<file path="config.mk">
export PLATFORM = sky130hd
export DESIGN_NAME = branch_predictor
export DESIGN_NICKNAME = d
export VERILOG_FILES = /design/src/rtl/branch_predictor.sv
export SDC_FILE = /design/constraint.sdc
export NUM_CORES = 1
export LEC_CHECK = 0
export BUFFER_PORTS_ARGS = -buffer_cell sky130_fd_sc_hd__buf_2
export CORE_MARGIN = 2
export CORE_UTILIZATION = 30
export DETAILED_ROUTE_END_ITERATION = 16
export PLACE_DENSITY = 0.58
export SLEW_MARGIN = 20
export SYNTH_ARGS = -nofsm -noshare
export SYNTH_HDL_FRONTEND = slang
export SYNTH_SLANG_ARGS = --single-unit
</file>
<file path="constraint.sdc">
create_clock -name clk -period 6.2 [get_ports clk]
set_input_delay 0.31 -clock clk [delete_from_list [all_inputs] [get_ports clk]]
set_output_delay 0.31 -clock clk [all_outputs]
set_load 0.02 [all_outputs]
</file>
<file path="src/rtl/branch_predictor.sv">
// branch_predictor
//   Fetch-side branch direction predictor. A pattern history table (PHT) of
//   2-bit saturating counters answers a combinational taken/not-taken query for
//   the PC being fetched and learns from branch outcomes resolved in execute.
//   After reset an initialisation sweep writes weak-not-taken (01) to every
//   entry, one per cycle, before normal operation begins.
//
//   Optional feature: define BRANCH_PREDICTOR_GSHARE_EN to XOR a HIST_WIDTH-bit
//   global history register (updated at resolution) into the lookup index.
//
// Ports
//   clk            clock, all state updates on posedge
//   rst            asynchronous active-high reset
//   fetch_pc       PC of the instruction being fetched
//   predict_taken  prediction for fetch_pc (0 while initialising)
//   predict_index  PHT index used for this prediction, carried down the pipe
//   update_valid   a conditional branch resolved this cycle
//   update_index   predict_index that travelled with the resolved branch
//   update_taken   actual outcome of the resolved branch
//   init_busy      high while the initialisation sweep runs

module branch_predictor #(
  parameter int unsigned INDEX_WIDTH = 6,
  parameter int unsigned HIST_WIDTH  = 6
) (
  input  logic                   clk,
  input  logic                   rst,
  input  logic [31:0]            fetch_pc,
  output logic                   predict_taken,
  output logic [INDEX_WIDTH-1:0] predict_index,
  input  logic                   update_valid,
  input  logic [INDEX_WIDTH-1:0] update_index,
  input  logic                   update_taken,
  output logic                   init_busy
);

  localparam int unsigned Depth = 2 ** INDEX_WIDTH;

  typedef enum logic [0:0] {StInit, StRun} state_e;

  state_e                 state_q, state_d;
  logic [INDEX_WIDTH-1:0] sweep_q, sweep_d;

  logic [1:0]             pht [Depth];
  logic                   pht_we;
  logic [INDEX_WIDTH-1:0] pht_waddr;
  logic [1:0]             pht_wdata;
  logic [1:0]             upd_ctr;

  logic [INDEX_WIDTH-1:0] base_index;
  logic [INDEX_WIDTH-1:0] hist_ext;

  // Word-aligned PC: bits [1:0] and anything above the index never matter.
  logic unused_pc;
  assign unused_pc  = ^{fetch_pc[31:INDEX_WIDTH+2], fetch_pc[1:0]};
  assign base_index = fetch_pc[INDEX_WIDTH+1:2];

`ifdef BRANCH_PREDICTOR_GSHARE_EN
  logic [HIST_WIDTH-1:0] ghr_q, ghr_d;

  always_comb begin
    hist_ext                 = '0;
    hist_ext[HIST_WIDTH-1:0] = ghr_q;
  end

  // History advances only on accepted updates, never speculatively.
  always_comb begin
    ghr_d = ghr_q;
    if (state_q == StRun && update_valid) begin
      ghr_d = {ghr_q[HIST_WIDTH-2:0], update_taken};
    end
  end

  always_ff @(posedge clk or posedge rst) begin
    if (rst) begin
      ghr_q <= '0;
    end else begin
      ghr_q <= ghr_d;
    end
  end
`else
  logic [HIST_WIDTH-1:0] unused_hist;
  assign unused_hist = '0;
  assign hist_ext    = '0;
`endif

  assign predict_index = base_index ^ hist_ext;

  // Lookup reads the current table; a same-cycle write to the same entry is
  // only visible from the next cycle (no bypass).
  assign predict_taken = (state_q == StRun) ? pht[predict_index][1] : 1'b0;
  assign init_busy     = (state_q == StInit);

  // Saturating increment/decrement of the counter being updated.
  always_comb begin
    upd_ctr = pht[update_index];
    if (update_taken) begin
      if (upd_ctr != 2'b11) upd_ctr = upd_ctr + 2'b01;
    end else begin
      if (upd_ctr != 2'b00) upd_ctr = upd_ctr - 2'b01;
    end
  end

  always_comb begin
    state_d   = state_q;
    sweep_d   = sweep_q;
    pht_we    = 1'b0;
    pht_waddr = update_index;
    pht_wdata = upd_ctr;
    unique case (state_q)
      StInit: begin
        pht_we    = 1'b1;
        pht_waddr = sweep_q;
        pht_wdata = 2'b01;
        sweep_d   = sweep_q + 1'b1;
        if (&sweep_q) begin
          state_d = StRun;
        end
      end
      StRun: begin
        if (update_valid) begin
          pht_we = 1'b1;
        end
      end
      default: state_d = StInit;
    endcase
  end

  always_ff @(posedge clk or posedge rst) begin
    if (rst) begin
      state_q <= StInit;
      sweep_q <= '0;
    end else begin
      state_q <= state_d;
      sweep_q <= sweep_d;
    end
  end

  // Table has no reset; the sweep rewrites it. A write coinciding with reset
  // is dropped so no in-flight update survives.
  always_ff @(posedge clk) begin
    if (pht_we && !rst) begin
      pht[pht_waddr] <= pht_wdata;
    end
  end

endmodule

</file>
==> impl_metrics.tcl, run 1 <==
set metrics [dict create \
    multi_input_area_sq_mm 0.00224 \
    synth_edf_count 128 \
    timing.slew.headroom 0.309 \
    critPathSlowestCell "buf_2" \
    layout-drive-gt1-share 0.246 \
    yosys_warnings 0 \
    max_cap_violations 0 \
    netlist.area_leader.share 0.596 \
    synthAdderAreaFrac 0.00194 \
    num_vias 3892 \
    synth_mux_area_frac 0.197 \
    synth_area_sq_mm 0.00645 \
    clkLatencyLatePin_ns 0.41 \
    clock_sinks 135 \
    dieArea_sq_mm 0.0227 \
    ctsResizeCount 0 \
    synth_top_family_by_area "multiplexers" \
    start_kind "primary input" \
    register_area_sq_mm 0.00402 \
    crit_path_end_kind "flop" \
    drc_errors 0 \
    r2r-end "pht[49][1]" \
    drtIter0Drc 452 \
    fp.dieH_um 151 \
    initial_core_util 0.306 \
    hold_buffers 1 \
    place_congestion 0.820 \
    first_pass_iters 5 \
    post_cts_buffers 0 \
    cts_tree "built" \
    vias_per_cell 5.35 \
    r2r_cells 5 \
    yosys.area_share.simple 0.0966 \
    synthArstFlopShare 0.0519 \
    nets 482 \
    clock_path_buffers 2 \
    final_util 0.349 \
    irDropWorstVdd_uv 184 \
    synthToLayoutAreaGrowth_pct 13.9 \
    path_clk_slew_ns 0.06 \
    maxSlewViolCount 0 \
    synth_compound_area_frac 0.0438 \
    synthTopCellsByArea "edfxtp_1 60%, mux4_2 16%, nor2_1 4.5%" \
    grt_setup_unrepaired "no" \
    cts_max_level 4 \
    netlist_instances 423 \
    syn_nets 466 \
    postRouteAntennaNets 0 \
    hold_viol 0 \
    die_w_um 151 \
    cts-root-buf "clkbuf_16" \
    power_density_mw_per_mm2 280 \
    setup_tns_ns 0 \
    timing.rr.start "state_q" \
    ff2ff_setup_slack_ns 2.85 \
    fillers 1999 \
    layout_min_cycle_time_ns 3.75 \
    synth_xor_area_frac 0.00679 \
    cts_made_buffers 17 \
    crit_chain "buf_2 -> mux4_2 -> a2111oi_0 -> a2111oi_2 -> nor3b_1 -> a211oi_4 -> buf_4" \
    floorplan.rows 53 \
    timing.final.crit_share 0.604 \
    core-area_sq_mm 0.0211 \
    grt_pass1_wl_um 24500 \
    grt_overflow_total 0 \
    io_pins 50 \
    detail_route.wl_per_cell_um 21.8 \
    max_freq_ghz 0.267 \
    synth_top_cell_by_area "edfxtp_1" \
    grt_max_degree 49 \
    portBuffers 23 \
    synthFlopType "edfxtp_1" \
    dp_hpwl_um 10600 \
    diodes 0 \
    clock_skew_ns 0.00535 \
    grt_pass1_vias 4012 \
    worstPathArrival_ns 3.90 \
    tightestPinTransition_ns 1.04 \
    synth_seq_cells 135 \
    hold_path_class "primary input to asynchronous set/reset pin" \
    slowest_delay_ns 0.77 \
    crit_fanout 48 \
    grtUsageTotal 0.150 \
    yosysSeqAreaShare 0.623 \
    timing_worst_setup_path_type "primary input to flop" \
    status "complete, no violations" \
    wl_um 15800 \
    syn_area_per_cell_sq_um 15.3 \
    p_leak_nw 2.18 \
    setup_violations 0 \
    ys_types 52 \
    worstPathRequired_ns 6.36 \
    antenna_found_initial 0 \
]
## placed cells by master, fill, tap and decap left out, types with 6 or more instances in the layout
cell	n
dfrtp_1	7
nor2_1	77
clkinv_1	6
mux4_2	46
buf_2	23
mux2_2	10
edfxtp_1	128
nand3_1	7
nand2_1	27
mux2i_1	12
clkbuf_16	17
## final cells by class
cell class | instances | share of cell area
Sequential cell | 135 | 0.547
Multi-Input combinational cell | 252 | 0.305
Clock buffer | 19 | 0.0589
Tap cell | 275 | 0.0468
Timing Repair Buffer | 28 | 0.0211
Clock inverter | 13 | 0.0186
Inverter | 5 | 0.00255
## synth_stat cells (5+ instances only)
cell type,n
a211oi_1,5
buf_4,13
clkbuf_1,10
dfrtp_1,7
edfxtp_1,128
mux2_2,10
mux2i_1,12
mux4_2,46
nand2_1,27
nand2b_1,5
nand3_1,7
nor2_1,77
o22ai_1,5
xnor2_1,5
## through the flow
| stage | cells | power (mW) | hold WS [ns] | instance area [sq um] | setup slack (ns) |
|---|---|---|---|---|---|
| 5_1_grt | 727 | 2.12 | 0.430 | 7350 | 2.16 |
| 3_3_place_gp | 694 | 1.10 | 0.272 | 6770 | 2.01 |
| 6_report | 727 | 2.06 | 0.399 | 7350 | 2.45 |
| 4_1_cts | 727 | 2.08 | 0.402 | 7350 | 2.35 |
| 2_1_floorplan | 423 | 1.08 | 0.113 | 6450 | 0.813 |
| 3_5_place_dp | 694 | 1.10 | 0.284 | 6770 | 1.91 |
## cell families (layout without fill, tap and decap cells)
| kind of cell | count (synthesis) | count (layout) |
|---|---|---|
| AOI/OAI and AO/OA | 37 | 37 |
| muxes | 68 | 68 |
| buffers and inverters | 36 | 65 |
| and+or+nand+nor | 141 | 141 |
| xor gates and xnor gates | 5 | 5 |
| DFF | 135 | 135 |
| adders and majority gates | 1 | 1 |
## worst max path at each step
stage	start	end	slack, ns
4_1_cts	update_index[0]	pht[27][0]	2.35
3_5_place_dp	update_index[0]	pht[63][0]	1.91
2_1_floorplan	update_index[2]	pht[0][0]	0.81
3_3_place_gp	update_index[0]	pht[12][0]	2.01
6_report	update_index[0]	pht[26][0]	2.45
5_1_grt	update_index[0]	pht[9][0]	2.16
## layer usage
| layer | vias to the layer above | global-route usage | wire length [um] |
|---|---|---|---|
| met1 | 2020 | 0.206 | 7010 |
| li1 | 1695 | - | - |
| met4 | 0 | 0.0687 | 470 |
| met2 | 148 | 0.227 | 7390 |
| met3 | 29 | 0.0358 | 967 |
| met5 | - | 0 | 0 |
## worst max-delay path: cells and delay by family
kind,cells,cell delay [ns]
AND/OR/NAND/NOR,1,0.20
AO/OA/AOI/OAI,3,1.43
buffers and inverters,2,1.30
multiplexers,1,0.63
## where the power goes
part	total [mW]	internal, mW	switching (mW)
combinational	0.101	0.0430	0.0578
sequential	0.984	0.984	0.000172
clock	0.974	0.621	0.353
total	2.06	1.65	0.411
## registers in the layout (all words and copies together), names as in the netlist
signal	flops
pht	128
state_q	1
sweep_q	6
No activity file was read; power rests on OpenSTA's default activity.
==> inputs of run 2 (changes only) <==
==> constraint.sdc (replaced) <==
create_clock -name clk -period 3.9 [get_ports clk]
set_input_delay 0.195 -clock clk [delete_from_list [all_inputs] [get_ports clk]]
set_output_delay 0.195 -clock clk [all_outputs]
set_load 0.02 [all_outputs]
==> impl_metrics.tcl, run 2 (same netlist as run 1, synthesis figures left out) <==
set metrics [dict create \
    detail_route.wl_per_cell_um 21.9 \
    hold_viol 0 \
    r2r-end "pht[10][0]" \
    grt_max_degree 51 \
    synthToLayoutAreaGrowth_pct 16.3 \
    crit_path_end_kind "output pin" \
    regMostFlops "pht" \
    worstPathRequired_ns 3.70 \
    power_density_mw_per_mm2 443 \
    cts_max_level 4 \
    io_pins 50 \
    path_delay_family "multiplexers" \
    vias_per_cell 5.32 \
    timing.final.crit_share 0.747 \
    fin_ws_ns 0.988 \
    p_leak_nw 2.23 \
    portBuffers 23 \
    die_w_um 151 \
    floorplan.rows 53 \
    max_cap_violations 0 \
    clkLatencyLatePin_ns 0.42 \
    maxSlewViolCount 0 \
    timing.slew.headroom 0.473 \
    path_clk_slew_ns 0.06 \
    fillers 1998 \
    max_freq_ghz 0.343 \
    dp_hpwl_um 11000 \
    place_area_sq_mm 0.00691 \
    layout_min_cycle_time_ns 2.91 \
    final_common_cell "edfxtp_1" \
    final_cell_mix "128 x edfxtp_1, 77 x nor2_1, 46 x mux4_2" \
    worst-path-buf-inv 2 \
    post_cts_buffers 0 \
    postRouteAntennaNets 0 \
    ff2ff_setup_slack_ns 1.01 \
    cts-root-buf "clkbuf_16" \
    cp_common_cell "mux4_2" \
    multi_input_area_sq_mm 0.00227 \
    grt_pass1_wl_um 24500 \
    crit_fanout 17 \
    grt_setup_unrepaired "no" \
    cts_made_buffers 17 \
    layout-drive-gt1-share 0.270 \
    drtIter0Drc 303 \
    largest_register_ffs 128 \
    grt_pass1_vias 3985 \
    met2_length_um 7360 \
    nets 490 \
    core-area_sq_mm 0.0211 \
    critPathSlowestCell "mux4_2" \
    register_area_sq_mm 0.00402 \
    cts_tree "built" \
    setup_violations 0 \
    setup_tns_ns 0 \
    hold_buffers 1 \
    dpl.cell_count 702 \
    dp_slack_ns 0.615 \
    design_area_sq_mm 0.00750 \
    diodes 0 \
    grt_overflow_total 0 \
    initial_core_util 0.306 \
    worstPathArrival_ns 2.72 \
    r2r_cells 8 \
    timing.rr.start "pht[13][0]" \
    highest_layer "met4" \
    antenna_found_initial 0 \
    top_regs "pht: 128 flops, sweep_q: 6 flops, state_q: 1 flops" \
    grtUsageTotal 0.153 \
    first_pass_iters 5 \
    clock_path_buffers 2 \
    dieArea_sq_mm 0.0227 \
    hold_path_class "primary input to asynchronous set/reset pin" \
    wl_met3_um 1160 \
    drc_errors 0 \
    fp.dieH_um 151 \
    slowest_delay_ns 0.62 \
    crit_chain "buf_2 -> mux4_2 -> mux4_2 -> mux4_2 -> and2_1 -> buf_2" \
    status "complete, no violations" \
    irDropWorstVdd_uv 234 \
    clock_skew_ns 0.00714 \
    instances_no_fill 735 \
    final_util 0.356 \
    place_congestion 0.841 \
    timing_worst_setup_path_type "primary input to output pin" \
    ctsResizeCount 0 \
    drt-met1-wl_um 7320 \
    num_vias 3912 \
    start_kind "primary input" \
    clock_sinks 135 \
    wl_um 16100 \
    tightestPinTransition_ns 0.771 \
]
## run 2: cell count changes in the layout (fill, tap and decap cells not counted), moves of 2 or more
cell,before,now
clkinvlp_4,1,4
clkinv_1,6,4
buf_12,0,4
buf_4,4,8
clkinv_4,0,2
clkinv_2,4,2
## run 2: power by group
part / internal (mW) / switching [mW] / total, mW
sequential: 1.56 / 0.000323 / 1.56
combinational: 0.0752 / 0.0949 / 0.170
clock: 0.995 / 0.597 / 1.59
## run 2: metrics by stage
stage                     hold WS (ns)  total power, mW
final                            0.275             3.33
after global routing             0.319             3.41
after CTS                        0.269             3.35
after detailed placement         0.177             1.76
after global placement           0.163             1.76
after floorplan               -0.00160             1.72
## run 2: final cells by class
class	instances	area share
Multi-Input combinational cell	252	0.302
Clock inverter	14	0.0212
Tap cell	275	0.0459
Inverter	5	0.00250
Timing Repair Buffer	36	0.0354
Sequential cell	135	0.536
Clock buffer	18	0.0572
## run 2: worst min-delay path, delay by kind of cell
family / cells / cell delay, ns
buf+inv: 3 / 0.88
## run 2: worst max-delay path by stage
stage / startpoint / endpoint / slack [ns] / depth (start not counted)
6_report: fetch_pc[2] / predict_taken / 0.99 / 6
4_1_cts: fetch_pc[2] / predict_taken / 0.92 / 6
3_5_place_dp: update_index[1] / pht[52][0] / 0.62 / 8
2_1_floorplan: update_index[1] / pht[0][1] / -0.14 / 7
3_3_place_gp: update_index[1] / pht[12][0] / 0.64 / 8
5_1_grt: pht[24][0] / pht[10][0] / 0.82 / 7
## run 2: per-layer routing
metal	track usage	vias up
met5	0	-
met4	0.0523	0
met3	0.0442	22
met2	0.228	153
met1	0.214	2018
li1	-	1719
